**config.mk**
```make
export PLATFORM = sky130hd
export DESIGN_NAME = sync_fifo_prog
export DESIGN_NICKNAME = d
export VERILOG_FILES = /design/src/rtl/fifo_pkg.sv /design/src/rtl/fifo_mem.sv /design/src/rtl/sync_fifo_prog.sv
export SDC_FILE = /design/constraint.sdc
export NUM_CORES = 1
export LEC_CHECK = 0
export ABC_CLOCK_PERIOD_IN_PS = 3800
export BUFFER_PORTS_ARGS = -buffer_cell sky130_fd_sc_hd__buf_4
export CAP_MARGIN = 20
export CORE_MARGIN = 2
export CORE_UTILIZATION = 59
export CTS_CLUSTER_DIAMETER = 150
export DETAILED_ROUTE_END_ITERATION = 7
export MAX_ROUTING_LAYER = met4
export PLACE_DENSITY = 0.86
export RECOVER_POWER = 100
export SLEW_MARGIN = 5
export SYNTH_ARGS = -nofsm -noshare
export SYNTH_HDL_FRONTEND = slang
export SYNTH_SLANG_ARGS = --single-unit
```
**constraint.sdc**
```tcl
create_clock -name clk -period 3.8 [get_ports clk]
set_input_delay 0.76 -clock clk [delete_from_list [all_inputs] [get_ports clk]]
set_output_delay 0.76 -clock clk [all_outputs]
set_load 0.02 [all_outputs]
```
**src/rtl/fifo_pkg.sv**
```systemverilog
// Purpose : shared types and helpers for the programmable synchronous FIFO family.
// Latency : n/a (declarations only).
// Backpr. : n/a.
// Contents: fifo_mode_e selects the read mode; cnt_width() sizes count/threshold
//           buses so they can hold every occupancy 0..DEPTH.
package fifo_pkg;

  typedef enum logic {
    FIFO_STD  = 1'b0,  // registered read, data_out updates the cycle after a pop
    FIFO_FWFT = 1'b1   // head word presented combinationally, rd_en pops it
  } fifo_mode_e;

  // Width needed to represent 0..depth inclusive (a full FIFO must be encodable).
  function automatic int cnt_width(input int depth);
    return $clog2(depth + 1);
  endfunction

endpackage

```
**src/rtl/fifo_mem.sv**
```systemverilog
// Purpose : DEPTH x WIDTH register array backing the FIFO storage.
// Latency : write lands on the rising edge; read is combinational from raddr.
// Backpr. : none; the caller decides when we is asserted.
// Ports   : clk; we/waddr/wdata synchronous write port; raddr/rdata async read port.
//           Contents are deliberately not reset.
module fifo_mem #(
  parameter int WIDTH = 16,
  parameter int DEPTH = 8,
  parameter int AW    = (DEPTH > 1) ? $clog2(DEPTH) : 1
) (
  input  logic             clk,
  input  logic             we,
  input  logic [AW-1:0]    waddr,
  input  logic [WIDTH-1:0] wdata,
  input  logic [AW-1:0]    raddr,
  output logic [WIDTH-1:0] rdata
);

  logic [WIDTH-1:0] mem [DEPTH];

  always_ff @(posedge clk) begin
    if (we) begin
      mem[waddr] <= wdata;
    end
  end

  // Pointers are kept below DEPTH by the owner, so no range guard is needed.
  assign rdata = mem[raddr];

endmodule

```
**src/rtl/sync_fifo_prog.sv**
```systemverilog
// Purpose : single-clock FIFO, any depth >= 2, programmable almost-full/almost-empty,
//           standard (registered) or first-word-fall-through read mode.
// Latency : write visible in count/flags 1 cycle later; read data 1 cycle (std) / 0 (FWFT).
// Backpr. : writes at full are rejected (overflow) unless a read is accepted the same
//           cycle; reads at empty are rejected (underflow). Ack/overflow/underflow lag 1 cycle.
// Ports   : clk, rst (sync, active-high); wr_en/data_in write side; rd_en/data_out read
//           side; afull_thresh/aempty_thresh run-time thresholds; full, empty, almostfull,
//           almostempty combinational flags; wr_ack, overflow, underflow registered pulses;
//           count = occupancy 0..FIFO_DEPTH.
module sync_fifo_prog
  import fifo_pkg::*;
#(
  parameter  int FIFO_WIDTH = 16,
  parameter  int FIFO_DEPTH = 8,
  parameter  int FWFT       = 0,
  localparam int CNT_W      = fifo_pkg::cnt_width(FIFO_DEPTH)
) (
  input  logic                  clk,
  input  logic                  rst,
  input  logic                  wr_en,
  input  logic [FIFO_WIDTH-1:0] data_in,
  input  logic                  rd_en,
  input  logic [CNT_W-1:0]      afull_thresh,
  input  logic [CNT_W-1:0]      aempty_thresh,
  output logic [FIFO_WIDTH-1:0] data_out,
  output logic                  full,
  output logic                  empty,
  output logic                  almostfull,
  output logic                  almostempty,
  output logic                  wr_ack,
  output logic                  overflow,
  output logic                  underflow,
  output logic [CNT_W-1:0]      count
);

  localparam int         PTR_W = (FIFO_DEPTH > 1) ? $clog2(FIFO_DEPTH) : 1;
  localparam fifo_mode_e MODE  = (FWFT != 0) ? FIFO_FWFT : FIFO_STD;

  localparam logic [CNT_W-1:0] DEPTH_CNT = CNT_W'(FIFO_DEPTH);
  localparam logic [PTR_W-1:0] LAST_PTR  = PTR_W'(FIFO_DEPTH - 1);

  // Explicit wrap so non power-of-two depths never index past the last entry.
  function automatic logic [PTR_W-1:0] ptr_inc(input logic [PTR_W-1:0] p);
    return (p == LAST_PTR) ? '0 : p + PTR_W'(1);
  endfunction

  logic [PTR_W-1:0]      wr_ptr;
  logic [PTR_W-1:0]      rd_ptr;
  logic [CNT_W-1:0]      count_q;
  logic                  rd_acc;
  logic                  wr_acc;
  logic                  mem_we;
  logic [FIFO_WIDTH-1:0] mem_rdata;

  // ---------------------------------------------------------------------------
  // Flags: purely combinational from occupancy, so a threshold change is seen
  // in the same cycle it is applied.
  // ---------------------------------------------------------------------------
  assign count       = count_q;
  assign full        = (count_q == DEPTH_CNT);
  assign empty       = (count_q == '0);
  assign almostfull  = (count_q >= afull_thresh);
  assign almostempty = !empty && (count_q <= aempty_thresh);

  // A read frees a slot in the same cycle, which is what lets a write at full
  // pass through. A read at empty is never accepted, even alongside a write.
  assign rd_acc = rd_en && !empty;
  assign wr_acc = wr_en && (!full || rd_acc);

  // Requests are ignored while reset is held, including the storage write.
  assign mem_we = wr_acc && !rst;

  // ---------------------------------------------------------------------------
  // Pointers, occupancy and the handshake pulses
  // ---------------------------------------------------------------------------
  always_ff @(posedge clk) begin
    if (rst) begin
      wr_ptr    <= '0;
      rd_ptr    <= '0;
      count_q   <= '0;
      wr_ack    <= 1'b0;
      overflow  <= 1'b0;
      underflow <= 1'b0;
    end else begin
      if (wr_acc) begin
        wr_ptr <= ptr_inc(wr_ptr);
      end
      if (rd_acc) begin
        rd_ptr <= ptr_inc(rd_ptr);
      end
      // Simultaneous accept leaves occupancy unchanged.
      unique case ({wr_acc, rd_acc})
        2'b10:   count_q <= count_q + CNT_W'(1);
        2'b01:   count_q <= count_q - CNT_W'(1);
        default: count_q <= count_q;
      endcase
      wr_ack    <= wr_acc;
      overflow  <= wr_en && !wr_acc;
      underflow <= rd_en && !rd_acc;
    end
  end

  // ---------------------------------------------------------------------------
  // Storage
  // ---------------------------------------------------------------------------
  fifo_mem #(
    .WIDTH (FIFO_WIDTH),
    .DEPTH (FIFO_DEPTH),
    .AW    (PTR_W)
  ) u_mem (
    .clk   (clk),
    .we    (mem_we),
    .waddr (wr_ptr),
    .wdata (data_in),
    .raddr (rd_ptr),
    .rdata (mem_rdata)
  );

  // ---------------------------------------------------------------------------
  // Read port: FWFT exposes the head entry directly; standard mode captures the
  // head into an output register on each accepted read and holds otherwise.
  // ---------------------------------------------------------------------------
  if (MODE == FIFO_FWFT) begin : g_fwft
    // Undefined while empty, but stable because rd_ptr only moves on a pop.
    assign data_out = mem_rdata;
  end else begin : g_std
    logic [FIFO_WIDTH-1:0] dout_q;

    always_ff @(posedge clk) begin
      if (rst) begin
        dout_q <= '0;
      end else if (rd_acc) begin
        dout_q <= mem_rdata;
      end
    end

    assign data_out = dout_q;
  end

endmodule
```
==> flow_summary.ini <==
[sta]
fin_skew_ps = 11.4
finalSetupViolCount = 0
max_clock_freq_ghz = 0.320
slew_headroom = 0.130
rsz0062_at_grt = no
hold_viol = 0
layout_setup_ws_ps = 671
finalSetupTns_ps = 0
drv_slew = 0
tightest_slew_ps = 1290
min_period_ps = 3130
post-route-period-util = 0.823

[die]
core_area_sq_um = 10300
start_util = 0.605
die_h_um = 107
rows = 37
die_w_um = 107
pin_count = 55
die_area_sq_um = 11400

[job]
cap_violations = 0

[critical_path]
cp_slowest_cell = o41ai_1
setup.worst_path.start_class = flop
cp.arrival_ps = 3570
critPathMaxStageDelay_ps = 1110
path_cells = o41ai_1, nor2b_1, clkbuf_1, nand2_1, o21ai_0
crit_required_ps = 4240
path_class = reg2reg
crit_fanout = 10
setup.worst_path.end_class = flop

[placed_design]
hpwl_um = 6840
io_buffers = 54
gp_congestion = 0.757
place_ws_ps = 1070

[logic_synthesis]
ys_types = 37
netlist_area_sq_um = 6220
synth_cells = 349
ys_warn_count = 0
synth.ff_latch_count = 157
ys_seq_area_frac = 0.712
avgSynthCellArea_sq_um = 17.8
synth_nets = 392

[finish]
drive_above_1_share = 0.202
areaGrowthSynthToFinish_pct = 15.5
fill_cells = 715
fin_nets = 460
diodes = 0

[pwr]
irDropWorstVdd_mv = 0.368
power.density_nw_per_um2 = 666
leakage_uw = 0.00241

[outcome]
status = finished, final reports clean

[global_route]
grt_first_pass_wirelength_um = 18900
grt_use_total = 0.236
antenna_found_initial = 0
grt_pass1_vias = 3383
overflow = 0
grt_start_max_net_pins = 20

[cts]
cts_buffers = 17
cts.sinks = 157
cts_root_buf = clkbuf_8
cts_max_path_buffers = 2
clkTransAtPathRegs_ps = 70
htree_levels = 4
clk_latency_ps = 530
cts_setup_buffers = 0
cts_hold_buffers = 0
post_cts_resized = 0
cts_tree = built

[drt]
via_per_inst = 5.90
drc = 0
drt_iter0_drc = 348
drtAntennaViolNets = 0
detail_route.first_pass.iterations = 5
via_count = 3339
drt_wl_total_um = 12000
wire_per_inst_um = 21.2

[min_path]
hp-class = reg2reg
kinds of logic after synthesis:
kind of cell               Yosys count  share of synthesized area
buffers and inverters               28                     0.0193
xor gates and xnor gates             4                    0.00564
adders and majority gates           15                     0.0314
AOI/OAI and AO/OA                   33                     0.0356
and+or+nand+nor                     60                     0.0481
muxes                               52                      0.148
DFF                                157                      0.712
metrics by stage:
stage           util  cells  power (uW)  hold WS [ps]  area [sq um]
2_1_floorplan      -    349        2900           535          6220
3_3_place_gp   0.665    534        3240           441          6840
3_5_place_dp   0.665    534        3280           449          6840
4_1_cts        0.722    566        4960           445          7420
5_1_grt        0.699    566        4990           470          7180
6_report       0.699    566        4790           457          7180
where the power goes:
group | switching [uW] | total (uW) | internal [uW]
clock | 707 | 1670 | 962
sequential | 143 | 2120 | 1970
combinational | 567 | 1000 | 433
total | 1420 | 4790 | 3370
worst max-delay path, delay by kind of cell (launching register included):
kind | cells | cell delay (ps)
buffers and inverters | 1 | 530
AOI/OAI and AO/OA | 2 | 1230
DFF | 1 | 430
and+or+nand+nor | 2 | 860
cell type report:
class,instances,area [sq um],share of cell area
Tap cell,136,170,0.0237
Multi-Input combinational cell,164,1650,0.230
Sequential cell,157,4430,0.616
Inverter,10,37.5,0.00523
Timing Repair Buffer,67,309,0.0430
Clock inverter,14,170,0.0237
Clock buffer,18,418,0.0582
state kept, by name, summed over array words and instances (netlist names):
name / count
wr_ack: 1
count: 4
underflow: 1
u_mem.mem: 128
overflow: 1
wr_ptr: 3
data_out: 16
rd_ptr: 3
path summary, 6_finish.rpt:
| check | depth (start not counted) | end | from | slack (ps) |
|---|---|---|---|---|
| setup / recovery | 5 | data_out[7] | count[3] | 670 |
| hold / removal | 2 | data_out[1] | data_out[1] | 460 |
| setup reg to reg | 5 | data_out[7] | count[3] | 670 |
| hold reg to reg | 2 | data_out[1] | data_out[1] | 460 |
cell usage in the layout (no fill, tap or decap), types with 2 or more instances in the layout:
cell / synthesis / final
nor3_1: 5 / 2
nor3b_1: 2 / 2
ha_1: 14 / 14
nor2b_1: 3 / 3
dfxtp_1: 29 / 28
nor4b_1: 3 / 2
inv_1: 10 / 10
clkbuf_16: 0 / 16
inv_8: 0 / 2
buf_4: 1 / 14
clkinv_4: 0 / 3
clkbuf_2: 2 / 4
o21ai_0: 18 / 19
nor3_2: 0 / 3
bufinv_16: 0 / 2
o211ai_1: 2 / 2
nand2_1: 18 / 18
nor2_1: 19 / 19
inv_6: 0 / 7
nand2b_1: 3 / 3
xnor2_1: 3 / 3
clkbuf_1: 7 / 50
edfxtp_1: 128 / 128
mux2i_1: 20 / 20
a21oi_1: 7 / 7
mux4_2: 32 / 32
synthesized netlist by cell type:
cell type / instances / area share
dfxtp_1: 29 / 0.093
or4b_1: 1 / 0.0016
a211oi_1: 1 / 0.0012
buf_4: 1 / 0.0012
nor4_1: 1 / 0.0010
nor3_1: 5 / 0.0040
o211ai_1: 2 / 0.0024
buf_1: 1 / 0.00060
inv_1: 10 / 0.0060
nand3b_1: 1 / 0.0012
a21oi_1: 7 / 0.0056
or3_4: 1 / 0.0018
a21o_1: 1 / 0.0012
or3b_1: 1 / 0.0014
o21a_1: 1 / 0.0012
nand2_1: 18 / 0.011
mux2i_1: 20 / 0.032
nor3b_1: 2 / 0.0024
nand2b_1: 3 / 0.0030
clkbuf_1: 7 / 0.0042
a311oi_2: 1 / 0.0024
xnor2_1: 3 / 0.0042
o41ai_4: 1 / 0.0044
nor2_1: 19 / 0.011
o21ai_0: 18 / 0.014
fa_1: 1 / 0.0032
nor2b_1: 3 / 0.0030
buf_2: 7 / 0.0056
mux4_2: 32 / 0.12
ha_1: 14 / 0.028
nand4_1: 1 / 0.0010
o21ai_4: 1 / 0.0026
nor4b_1: 3 / 0.0042
xor2_1: 1 / 0.0014
clkbuf_2: 2 / 0.0016
edfxtp_1: 128 / 0.62
or2_2: 1 / 0.0010
per-layer routing:
| layer | track usage | wire length, um | vias to the layer above |
|---|---|---|---|
| met5 | - | 0 | - |
| met4 | 0.0826 | 196 | 0 |
| met3 | 0.0565 | 681 | 20 |
| met2 | 0.382 | 6370 | 116 |
| met1 | 0.298 | 4740 | 1702 |
| li1 | - | - | 1501 |
(Power assumes the default switching activity.)
